### src/rtl/mux_pkg.sv
// Shared constants and helpers for the registered N-channel multiplexer/arbiter.
package mux_pkg;

    localparam int MODO_SEL = 0;
    localparam int MODO_RR  = 1;

    // Index width that never collapses to zero bits, even for tiny channel counts.
    function automatic int clog2_min1(input int n);
        return (n > 2) ? $clog2(n) : 1;
    endfunction

endpackage

### src/rtl/rr_arbitro.sv
// Combinational round-robin arbiter: rotate requests by ptr, pick the lowest set
// bit, and rotate the winner back into absolute channel numbering.
module rr_arbitro
    import mux_pkg::*;
#(
    parameter  int N_CANAIS = 16,
    localparam int SW       = clog2_min1(N_CANAIS)
) (
    input  logic [N_CANAIS-1:0] req,
    input  logic [SW-1:0]       ptr,
    input  logic                en,
    output logic [N_CANAIS-1:0] gnt,
    output logic [SW-1:0]       idx,
    output logic                algum
);

    logic [N_CANAIS-1:0] rodado;
    int                  desloc;
    int                  soma;

    // The double-width copy makes the wrap-around search a plain shift.
    assign rodado = N_CANAIS'({req, req} >> ptr);
    assign algum  = |req;

    // NOTE: every always_comb output gets a default first so no path leaves a latch.
    always_comb begin
        desloc = 0;
        for (int k = N_CANAIS - 1; k >= 0; k--) begin
            if (rodado[k]) desloc = k;
        end
        soma = int'(ptr) + desloc;
        if (soma >= N_CANAIS) soma = soma - N_CANAIS;
        idx = SW'(soma);
        gnt = '0;
        if (en && algum) gnt[idx] = 1'b1;
    end

endmodule

### src/rtl/mux_arb_n_wbit.sv
// Registered N-channel, W-bit multiplexer with valid/ready handshake, selecting
// by explicit index or by round-robin, with a single backpressured output stage.
module mux_arb_n_wbit
    import mux_pkg::*;
#(
    parameter  int LARGURA  = 32,
    parameter  int N_CANAIS = 16,
    parameter  int MODO     = MODO_SEL,
    localparam int SW       = clog2_min1(N_CANAIS)
) (
    input  logic                        clock,
    input  logic                        reset,
    input  logic [SW-1:0]               sel,
    input  logic [N_CANAIS*LARGURA-1:0] dado,
    input  logic [N_CANAIS-1:0]         valido,
    output logic [N_CANAIS-1:0]         pronto,
    output logic [LARGURA-1:0]          saida,
    output logic                        saida_valida,
    input  logic                        saida_pronto,
    output logic [SW-1:0]               canal
);

    logic                carrega;
    logic                habilita;
    logic                candidato;
    logic                concede;
    logic [SW-1:0]       g;
    logic [N_CANAIS-1:0] gnt;
    logic [LARGURA-1:0]  dado_g;

    assign carrega  = !saida_valida || saida_pronto;
    // Gating with reset keeps pronto low while reset is held, even mid-transfer.
    assign habilita = carrega && !reset;

    generate
        if (MODO == MODO_RR) begin : gen_rr
            logic [SW-1:0] ptr;

            rr_arbitro #(.N_CANAIS(N_CANAIS)) u_arbitro (
                .req   (valido),
                .ptr   (ptr),
                .en    (habilita),
                .gnt   (gnt),
                .idx   (g),
                .algum (candidato)
            );

            always_ff @(posedge clock or posedge reset) begin
                if (reset) begin
                    ptr <= '0;
                end else if (concede) begin
                    ptr <= (int'(g) == N_CANAIS - 1) ? '0 : g + 1'b1;
                end
            end
        end else begin : gen_sel
            // Indices at or above N_CANAIS match no channel and so never grant.
            always_comb begin
                candidato = 1'b0;
                gnt       = '0;
                g         = sel;
                for (int i = 0; i < N_CANAIS; i++) begin
                    if (sel == SW'(i) && valido[i]) begin
                        candidato = 1'b1;
                        gnt[i]    = habilita;
                    end
                end
            end
        end
    endgenerate

    assign pronto  = gnt;
    assign concede = |gnt;

    always_comb begin
        dado_g = '0;
        for (int i = 0; i < N_CANAIS; i++) begin
            if (g == SW'(i)) dado_g = dado[i*LARGURA +: LARGURA];
        end
    end

    // NOTE: sequential state uses non-blocking assignments so every register
    // samples pre-edge values, independent of statement order.
    always_ff @(posedge clock or posedge reset) begin
        if (reset) begin
            saida        <= '0;
            saida_valida <= 1'b0;
            canal        <= '0;
        end else if (carrega) begin
            if (concede) begin
                saida        <= dado_g;
                canal        <= g;
                saida_valida <= 1'b1;
            end else begin
                saida_valida <= 1'b0;
            end
        end
    end

endmodule
### config.mk
export PLATFORM = sky130hd
export DESIGN_NAME = mux_arb_n_wbit
export DESIGN_NICKNAME = d
export VERILOG_FILES = /design/src/rtl/mux_pkg.sv /design/src/rtl/rr_arbitro.sv /design/src/rtl/mux_arb_n_wbit.sv
export SDC_FILE = /design/constraint.sdc
export NUM_CORES = 1
export LEC_CHECK = 0
export BUFFER_PORTS_ARGS = -buffer_cell sky130_fd_sc_hd__buf_4
export CORE_AREA = 5 5 226 228
export DETAILED_ROUTE_END_ITERATION = 8
export DIE_AREA = 0 0 231 233
export REMOVE_ABC_BUFFERS = 1
export SYNTH_ARGS = -nofsm -noshare
export SYNTH_HDL_FRONTEND = slang
export SYNTH_SLANG_ARGS = --single-unit
### constraint.sdc
create_clock -name clock -period 8.6 [get_ports clock]
set_input_delay 2.58 -clock clock [delete_from_list [all_inputs] [get_ports clock]]
set_output_delay 2.58 -clock clock [all_outputs]
set_load 0.05 [all_outputs]
==> metrics.md <==
| Metric | Value |
|---|---|
| Crit-path cells | `buf_6 -> nand2_1 -> nor2_1 -> and3_1 -> buf_4` |
| Io pins | `588` |
| Top_reg_cell synth | `dfrtp_1` |
| Clock Pin Slew Worst Setup and Hold Paths | `0.07 ns` |
| Initial antenna violation count | `15` |
| Die X | `231 um` |
| Synthesized area | `6750 um2` |
| Seq/Total Area, Yosys | `13.7%` |
| Max_cap viols | `0` |
| Die area | `53800 um2` |
| Clk root buf | `clkbuf_16` |
| Worst Tran Pin Value | `1.07 ns` |
| Post-DRT Antenna Nets | `0` |
| Height of the die | `233 um` |
| Status | `completed` |
| Final Hold Viols | `0` |
| Maximum VDD drop | `66.2 uV` |
| Port bufs | `587` |
| Worst R2R Start | `saida_valida$_DFFE_PP0N_` |
| CP max-delay cell | `nor2_1` |
| CTS Hold Bufs | `0` |
| Asr flop ratio synth | `100%` |
| Residual DRC | `0` |
| Layout Nets | `1982` |
| DRT Pass-1 Iters | `5` |
| Delay-heaviest family, CP | `simple AND/OR/NAND/NOR gates` |
| CTS tree | `built` |
| Max Fclk | `0.142 GHz` |
| YS warnings | `0` |
| DR vias | `10.7k` |
| Slew margin rel. | `28.5%` |
| Hold_sp | `saida[24]$_DFFE_PP0P_` |
| First-pass GRT wire length | `86.3 mm` |
| Setup Buffers After CTS | `0` |
| Buf/Inv on CP | `2` |
| Area Overhead vs Synth | `73.2%` |
| Worst setup startpoint | `sel[0]` |
| Period utilization | `82.0%` |
| GP Congestion | `0.944` |
| Clock Latency Late Sink | `0.32 ns` |
| Final Skew | `0.00359 ns` |
| CTS Buf Count | `5` |
| Wire length per cell | `31.4 um` |
| Crit path largest cell delay | `0.74 ns` |
| Vias per inst | `5.15` |
| Vias in the first global route | `11.3k` |
| Setup TNS Final | `0 ns` |
| Arrival time worst endpoint | `4.47 ns` |
| Floorplan core area | `48600 um2` |
| Leak | `5.32 nW` |
| Clock sink count | `37` |
| Final setup fails | `0` |
| Wirelength, routed | `65.1 mm` |
| Clk buf depth | `2` |
| Slew Limit Fails | `0` |
| CP max FO | `62` |
| EDFF count, synth | `0` |
| # H-tree levels | `2` |
| Fin crit period | `7.05 ns` |
| Violation count after the first detailed-route iteration | `708` |
| Power density cells | `122 nW/um2` |
| Worst path required time | `6.02 ns` |
| Critical path endpoint category | `output port` |
| # rows | `81` |
| Syn Area/Cell | `7.32 um2` |
| Worst Setup Start Kind | `primary input` |
| All-layer global routing usage | `22.7%` |
| Synth Register Bits | `37` |
| RSZ-0062 raised after global routing | `false` |
| Post-DP HPWL | `52.3 mm` |
| Synth Instances | `923` |
| Min-delay worst type | `reg -> reg` |
| Setup CP Type | `in -> out` |
| Grt ovf | `0` |
| Count of cells resized by post-cts repair | `0` |
| Largest net degree at the start of global routing | `63` |
| Yosys cell types | `79` |
| Layout cell share with drive strength beyond 1 | `47.1%` |
| Tot Pwr | `0.00142 W` |
| Initial Utilization | `13.9%` |
-- where the power goes --
part / switching, W / internal [W] / leakage [nW]
sequential: 0.0000369 / 0.000233 / 0.437
combinational: 0.000569 / 0.000365 / 4.82
clock: 0.000110 / 0.000107 / 0.0696
total: 0.000716 / 0.000705 / 5.32
-- cells in the final DEF (no fill, tap or decap), types with 12 or more instances in the layout --
cell type  instances
a211oi_1          14
a21oi_1           71
a221oi_1          13
a22oi_1           14
a31oi_1           30
and3_1            16
buf_4            613
dfrtp_1           37
mux2_2            18
mux2i_1           72
nand2_1           92
nand3_1           13
nor2_1            88
nor2b_1           14
o211ai_1          12
o21ai_0           92
o221ai_1          25
o22a_1            13
o22ai_1           28
-- layer usage --
| metal | share of wire [%] | vias to the layer above | global-route usage (%) |
|---|---|---|---|
| li1 | - | 4632 | - |
| met1 | 38 | 5141 | 25.5 |
| met2 | 50 | 764 | 41.6 |
| met3 | 8.9 | 144 | 6.30 |
| met4 | 3.4 | 20 | 7.23 |
| met5 | 0.17 | - | 0 |
-- synth_stat cells (4+ instances only) --
master	number	area [um2]
o21ai_1	7	35.0
a2bb2oi_1	6	52.6
o22ai_1	28	175
a22o_1	4	35.0
buf_6	15	169
o32a_1	9	90.1
nand2_1	93	349
o211ai_1	12	90.1
buf_4	13	97.6
clkbuf_1	26	97.6
and4_1	5	43.8
a31oi_1	30	188
o2bb2ai_1	4	35.0
mux2i_1	72	721
o21ai_0	92	460
a22oi_1	14	105
mux2_2	18	203
nor2b_1	17	106
nor3_1	9	45.0
inv_1	5	18.8
dfrtp_1	37	926
o221ai_1	25	219
nand3_1	14	70.1
o2111ai_1	4	35.0
buf_2	39	195
and3_1	16	100
or3_1	5	31.3
a221oi_1	13	114
a2111oi_0	6	52.6
mux4_2	5	113
nor2_2	4	25.0
o22a_1	13	114
a21oi_1	71	355
o32ai_1	6	52.6
nand2b_1	10	62.6
a211oi_1	14	105
and2_1	5	31.3
a221o_1	5	50.1
nor2_1	89	334
-- layout make-up --
| type | instances | area (um2) |
|---|---|---|
| Fill cell | 5455 | 37000 |
| Multi-Input combinational cell | 780 | 5180 |
| Timing Repair Buffer | 615 | 4630 |
| Sequential cell | 37 | 926 |
| Tap cell | 622 | 778 |
| Clock buffer | 5 | 125 |
| Inverter | 8 | 30.0 |
| Clock inverter | 3 | 17.5 |
| Antenna cell | 6 | 15.0 |
-- final timing paths --
| path | end | slack, ns | cells past startpoint |
|---|---|---|---|
| min | saida[24]$_DFFE_PP0P_ | 0.49 | 2 |
| max | pronto[11] | 1.55 | 5 |
| max in group asynchronous | saida[12]$_DFFE_PP0P_ | 5.50 | 3 |
| min in group asynchronous | saida[18]$_DFFE_PP0P_ | 2.62 | 3 |
| min reg2reg | saida[24]$_DFFE_PP0P_ | 0.49 | 2 |
| max reg2reg | saida[30]$_DFFE_PP0P_ | 6.00 | 6 |
-- sequential cells by signal, summed over array words and instances, names as in the netlist --
register and flops:
saida_valida 1, canal 4, saida 32
-- cells by family after synthesis --
family / count (synthesis) / synth area share, %
flops: 37 / 13.7
mux: 96 / 15.6
compound gates: 396 / 40.3
buf+inv: 106 / 9.99
simple gates: 288 / 20.4
-- worst min-delay path: stages, from the launching register on --
cell	delay, ns
dfrtp_1	0.35
nand2_1	0.05
o21ai_0	0.06
-- per-stage QoR --
stage | util (%) | setup slack (ns) | cell area [um2] | hold slack, ns | instances
floorplan | - | 1.66 | 6110 | 0.741 | 825
global placement | 23.7 | 1.60 | 11500 | 0.468 | 2062
detailed placement | 23.7 | 1.58 | 11500 | 0.472 | 2062
CTS | 24.0 | 1.58 | 11700 | 0.490 | 2070
global route | 24.0 | 1.47 | 11700 | 0.519 | 2071
finish | 24.0 | 1.55 | 11700 | 0.490 | 2076
(Power assumes the default switching activity.)
